`config.mk`:
```
export PLATFORM = sky130hd
export DESIGN_NAME = mips_data_bus_bridge
export DESIGN_NICKNAME = d
export VERILOG_FILES = /design/src/rtl/mips_bus_pkg.sv /design/src/rtl/bridge_timeout_ctr.sv /design/src/rtl/mips_data_bus_bridge.sv
export SDC_FILE = /design/constraint.sdc
export NUM_CORES = 1
export LEC_CHECK = 0
export CORE_ASPECT_RATIO = 0.7
export CORE_UTILIZATION = 35
export CTS_CLUSTER_SIZE = 24
export DETAILED_ROUTE_END_ITERATION = 10
export PLACE_DENSITY = 0.68
export SLEW_MARGIN = 10
export SYNTH_ARGS = -nofsm -noshare
export SYNTH_HDL_FRONTEND = slang
export SYNTH_SLANG_ARGS = --single-unit
```
`constraint.sdc`:
```
create_clock -name clk -period 2.57 [get_ports clk]
set_input_delay 0.514 -clock clk [delete_from_list [all_inputs] [get_ports clk]]
set_output_delay 0.514 -clock clk [all_outputs]
set_load 0.005 [all_outputs]
```
`src/rtl/mips_bus_pkg.sv`:
```
// Shared types and constants for the CPU data-port to req/gnt/rvalid memory bridge.
package mips_bus_pkg;

  typedef enum logic [1:0] {
    IDLE,
    REQ,
    WAIT_R,
    DONE
  } bridge_state_t;

  localparam logic [31:0] ERR_DATA_DEFAULT = 32'hDEADBEEF;
  localparam logic [31:0] WORD_MASK        = 32'hFFFF_FFFC;

endpackage

```
`src/rtl/bridge_timeout_ctr.sv`:
```
// Counts cycles while enabled; expired flags the TIMEOUT-th enabled cycle.
module bridge_timeout_ctr #(
  parameter int unsigned TIMEOUT = 64
) (
  input  logic clk,
  input  logic reset,
  input  logic clear,
  input  logic enable,
  output logic expired
);

  localparam int unsigned CW = $clog2(TIMEOUT + 1);

  logic [CW-1:0] cnt_q;
  logic [CW-1:0] cnt_d;

  always_comb begin
    cnt_d = cnt_q;
    if (clear) begin
      cnt_d = '0;
    end else if (enable) begin
      cnt_d = cnt_q + CW'(1);
    end
  end

  always_ff @(posedge clk) begin
    if (reset) begin
      cnt_q <= '0;
    end else begin
      cnt_q <= cnt_d;
    end
  end

  // The current cycle is the TIMEOUT-th one spent enabled.
  assign expired = enable && (cnt_q == CW'(TIMEOUT - 1));

endmodule

```
`src/rtl/mips_data_bus_bridge.sv`:
```
// Converts combinational-read / single-cycle-write CPU data accesses into
// req/gnt/rvalid memory transactions, stalling the CPU via clk_enable.
module mips_data_bus_bridge
  import mips_bus_pkg::*;
#(
  parameter int unsigned TIMEOUT  = 64,
  parameter logic [31:0] ERR_DATA = ERR_DATA_DEFAULT
) (
  input  logic        clk,
  input  logic        reset,
  input  logic        clk_enable_in,
  output logic        cpu_clk_enable,
  input  logic [31:0] cpu_address,
  input  logic        cpu_read,
  input  logic        cpu_write,
  input  logic [31:0] cpu_writedata,
  output logic [31:0] cpu_readdata,
  output logic        mem_req,
  output logic        mem_we,
  output logic [31:0] mem_addr,
  output logic [31:0] mem_wdata,
  input  logic        mem_gnt,
  input  logic        mem_rvalid,
  input  logic [31:0] mem_rdata,
  output logic        bus_err,
  output logic        proto_err,
  output logic [31:0] stall_cycles
);

  bridge_state_t state_q, state_d;
  logic [31:0]   addr_q, addr_d;
  logic [31:0]   wdata_q, wdata_d;
  logic          we_q, we_d;
  logic          mem_req_q, mem_req_d;
  logic [31:0]   rdata_q, rdata_d;
  logic          bus_err_q, bus_err_d;
  logic          proto_err_q, proto_err_d;
  logic [31:0]   stall_q, stall_d;

  logic ready;
  logic busy;
  logic expired;

  assign busy  = (state_q == REQ) || (state_q == WAIT_R);
  assign ready = ((state_q == IDLE) && !(cpu_read || cpu_write)) || (state_q == DONE);

  bridge_timeout_ctr #(
    .TIMEOUT(TIMEOUT)
  ) u_timeout (
    .clk    (clk),
    .reset  (reset),
    .clear  (!busy),
    .enable (busy),
    .expired(expired)
  );

  always_comb begin
    state_d     = state_q;
    addr_d      = addr_q;
    wdata_d     = wdata_q;
    we_d        = we_q;
    mem_req_d   = mem_req_q;
    rdata_d     = rdata_q;
    bus_err_d   = bus_err_q;
    proto_err_d = proto_err_q;
    stall_d     = stall_q;

    unique case (state_q)
      IDLE: begin
        if (clk_enable_in && (cpu_read || cpu_write)) begin
          addr_d    = cpu_address & WORD_MASK;
          wdata_d   = cpu_writedata;
          we_d      = cpu_write;
          mem_req_d = 1'b1;
          state_d   = REQ;
          if (cpu_read && cpu_write) begin
            proto_err_d = 1'b1;
          end
        end
      end
      REQ: begin
        // Timeout wins over a grant landing in the same cycle.
        if (expired) begin
          bus_err_d = 1'b1;
          mem_req_d = 1'b0;
          state_d   = DONE;
          if (!we_q) begin
            rdata_d = ERR_DATA;
          end
        end else if (mem_gnt) begin
          mem_req_d = 1'b0;
          state_d   = we_q ? DONE : WAIT_R;
        end
      end
      WAIT_R: begin
        if (expired) begin
          bus_err_d = 1'b1;
          rdata_d   = ERR_DATA;
          state_d   = DONE;
        end else if (mem_rvalid) begin
          rdata_d = mem_rdata;
          state_d = DONE;
        end
      end
      DONE: begin
        if (clk_enable_in) begin
          state_d = IDLE;
        end
      end
      default: state_d = IDLE;
    endcase

    if (clk_enable_in && !ready && (stall_q != '1)) begin
      stall_d = stall_q + 32'd1;
    end
  end

  always_ff @(posedge clk) begin
    if (reset) begin
      state_q     <= IDLE;
      addr_q      <= '0;
      wdata_q     <= '0;
      we_q        <= 1'b0;
      mem_req_q   <= 1'b0;
      rdata_q     <= '0;
      bus_err_q   <= 1'b0;
      proto_err_q <= 1'b0;
      stall_q     <= '0;
    end else begin
      state_q     <= state_d;
      addr_q      <= addr_d;
      wdata_q     <= wdata_d;
      we_q        <= we_d;
      mem_req_q   <= mem_req_d;
      rdata_q     <= rdata_d;
      bus_err_q   <= bus_err_d;
      proto_err_q <= proto_err_d;
      stall_q     <= stall_d;
    end
  end

  assign cpu_clk_enable = clk_enable_in & ready;
  assign cpu_readdata   = rdata_q;
  assign mem_req        = mem_req_q;
  assign mem_we         = we_q;
  assign mem_addr       = addr_q;
  assign mem_wdata      = wdata_q;
  assign bus_err        = bus_err_q;
  assign proto_err      = proto_err_q;
  assign stall_cycles   = stall_q;

endmodule

```
==> flow_metrics.py <==
metrics = {
    "run_status": {
        "outcome": "finished, violations left",
        "violations": "DRC",
    },
    "sta": {
        "skew_ns": 0.0124,
        "worst-slew-pin-transition_ns": 0.616,
        "finalSetupViolations": 0,
        "finalWorstSetupSlack_ns": 0.190,
        "rsz0062_at_grt": "false",
        "layout_min_cycle_time_ns": 2.38,
        "drv_slew": 0,
        "relSlewSlack_pct": 58.9,
        "fmax_mhz": 420,
        "fin_setup_tns_ns": 0,
        "min_period_over_period_pct": 92.6,
        "hold_viol": 0,
    },
    "synth": {
        "synth_edf_count": 0,
        "ys_types": 50,
        "seq_area_frac_synth_pct": 50.0,
        "netlist_area_um2": 5560,
        "syn_inst": 688,
        "ys_ff_latch": 139,
        "async_flop_share_pct": 0,
        "synthTopCellsByCount": "nand2_1 (150), dfxtp_1 (139), a21oi_1 (94)",
        "synthFlopType": "dfxtp_1",
        "yosys_warnings": 0,
        "yosysTopAreaCell": "dfxtp_1",
        "synth.area.top_cells": "dfxtp_1 (50%), nand2_1 (10%), a21oi_1 (8.5%)",
        "yosysMostFrequentCell": "nand2_1",
        "syn_avg_cell_area_um2": 8.08,
        "synth_top_cell_area_share_pct": 50.0,
    },
    "clock_tree": {
        "path_clk_slew_ns": 0.06,
        "clock_path_buffers": 2,
        "cts_buffers": 17,
        "clock-root-buffer": "clkbuf_16",
        "insertion_delay_ns": 0.40,
        "holdBufCountCts": 0,
        "cts.sink_count": 139,
        "h-tree-depth": 4,
        "cts_tree": "yes",
    },
    "floorplan": {
        "ioPinCount": 236,
        "die_w_um": 153,
        "core_area_um2": 15500,
        "start_util_pct": 35.9,
        "die_height_um": 107,
        "row_count": 38,
        "dieArea_um2": 16400,
    },
    "final_layout": {
        "stdcell_area_um2": 8760,
        "num-nets-final": 1027,
        "layout-drive-gt1-share_pct": 7.52,
        "fin_cells": 1131,
        "antenna_cells": 0,
        "layout-area-overhead-vs-synth_pct": 57.5,
    },
    "setup_path": {
        "cp-end-kind": "output port",
        "arrival_ns": 1.87,
        "crit_fanout": 4,
        "worstRegToRegCells": 8,
        "worstPathRequired_ns": 2.06,
        "startpoint_type": "flop",
        "crit_type": "flop to output port",
    },
    "power_and_ir_drop": {
        "ir_worst_vdd_mv": 0.495,
        "p_leak_nw": 3.04,
        "totalPowerFinal_mw": 7.23,
        "power_density_nw_per_um2": 825,
    },
    "global_route": {
        "grt_pass1_vias": 4995,
        "grt_max_degree": 65,
        "grt_first_pass_wirelength_um": 25900,
        "overflow": 0,
        "grt_use_total_pct": 19.6,
        "antenna_found_initial": 0,
    },
    "placement": {
        "hpwl_um": 11500,
        "dpl_worst_slack_ns": -0.0158,
        "port_buffers": 231,
        "globalplace.congestion": 0.797,
        "place_area_um2": 8170,
        "place_inst": 1099,
    },
    "worst_hold_path": {
        "holdPathStages": 2,
        "hold_path_class": "flop to flop",
    },
    "drt": {
        "vias": 5505,
        "drc": 19,
        "drt_first_pass_iters": 9,
        "via_per_inst": 4.87,
        "wire_per_inst_um": 14.5,
        "wirelength_um": 16400,
        "drtAntennaViolNets": 0,
        "drtIter0Drc": 305,
    },
    "flow_run": {
        "max_cap_violations": 0,
    },
}
==> layer usage <==
layer / vias up / global-route usage [%] / share of wire (%)
met1: 2518 / 25.9 / 47
met3: 2 / 7.57 / 8.8
met4: 0 / 3.25 / 0.18
met5: - / 0 / 0
met2: 159 / 30.7 / 44
li1: 2826 / - / -
==> stage by stage <==
stage	utilization, %	hold WS (ns)
floorplan	-	0.418
finish	56.5	0.449
detailed placement	52.7	0.444
global placement	52.7	0.431
global route	56.5	0.472
CTS	56.5	0.452
==> cells by family after synthesis <==
family | after synthesis | share of synthesized area (%)
AND/OR/NAND/NOR | 331 | 27.4
flip-flops | 139 | 50.0
AO/OA/AOI/OAI | 137 | 14.2
buffers and inverters | 59 | 4.39
XOR/XNOR | 11 | 1.73
adder cells (fa/ha/maj) | 6 | 1.35
multiplexers | 4 | 0.787
other | 1 | 0.0674
==> cell type report <==
class,count,area (µm²)
clock buffer,20,447
clock inverter,12,140
fill,1475,6740
inverter,14,52.6
multi-input combinational,491,2550
sequential,139,2780
tap,200,250
timing repair buffer,255,2540
==> where the power goes <==
part / total (mW) / internal (mW) / switching, mW
registers: 2.71 / 2.51 / 0.198
clock network: 2.41 / 1.47 / 0.946
logic: 2.11 / 1.09 / 1.02
==> cell usage in the layout (no fill, tap or decap), types with 3 or more instances in the layout <==
cell and instances:
ha_1 5, clkbuf_16 17, nor2b_1 5, nor4_1 3, xor2_1 7, or3_1 13, xnor2_1 4, mux2_2 3
o21ai_0 16, nand3_1 19, and3_1 3, dfxtp_1 138, o31ai_1 7, buf_4 21, clkdlybuf4s50_1 229, buf_12 4
nand4_1 10, clkinvlp_4 6, nor3_1 51, inv_6 3, nand2_1 149, nor2_1 52, inv_1 13, or4_1 8
a21oi_1 94, and4_1 7
==> worst paths after layout <==
path / endpoint / start / slack (ns)
min reg2reg: cpu_readdata[20] / cpu_readdata[20] / 0.45
max reg2reg: stall_cycles[20] / state_q[0] / 0.30
max: cpu_clk_enable / state_q[0] / 0.19
min: cpu_readdata[20] / cpu_readdata[20] / 0.45
==> critical path: stages, from the launching register on <==
cell and delay, ns:
dfxtp_1 0.34, inv_2 0.09, ha_2 0.19, or3b_2 0.46, a21oi_1 0.14, dlygate4sd2_1 0.24
==> registers in the layout (all words and copies together) (netlist names) <==
| name | count |
|---|---|
| bus_err | 1 |
| cpu_readdata | 32 |
| proto_err | 1 |
| mem_req | 1 |
| mem_addr | 30 |
| mem_we | 1 |
| mem_wdata | 32 |
| state_q | 2 |
| u_timeout.cnt_q | 7 |
| stall_cycles | 32 |
==> timing repair <==
item                                    in CTS  in global routing
setup buffers                                0                  0
endpoints found under the setup margin       1                  0
resized for setup                            4                  0
Note: power is estimated with default switching activity, not from simulation.
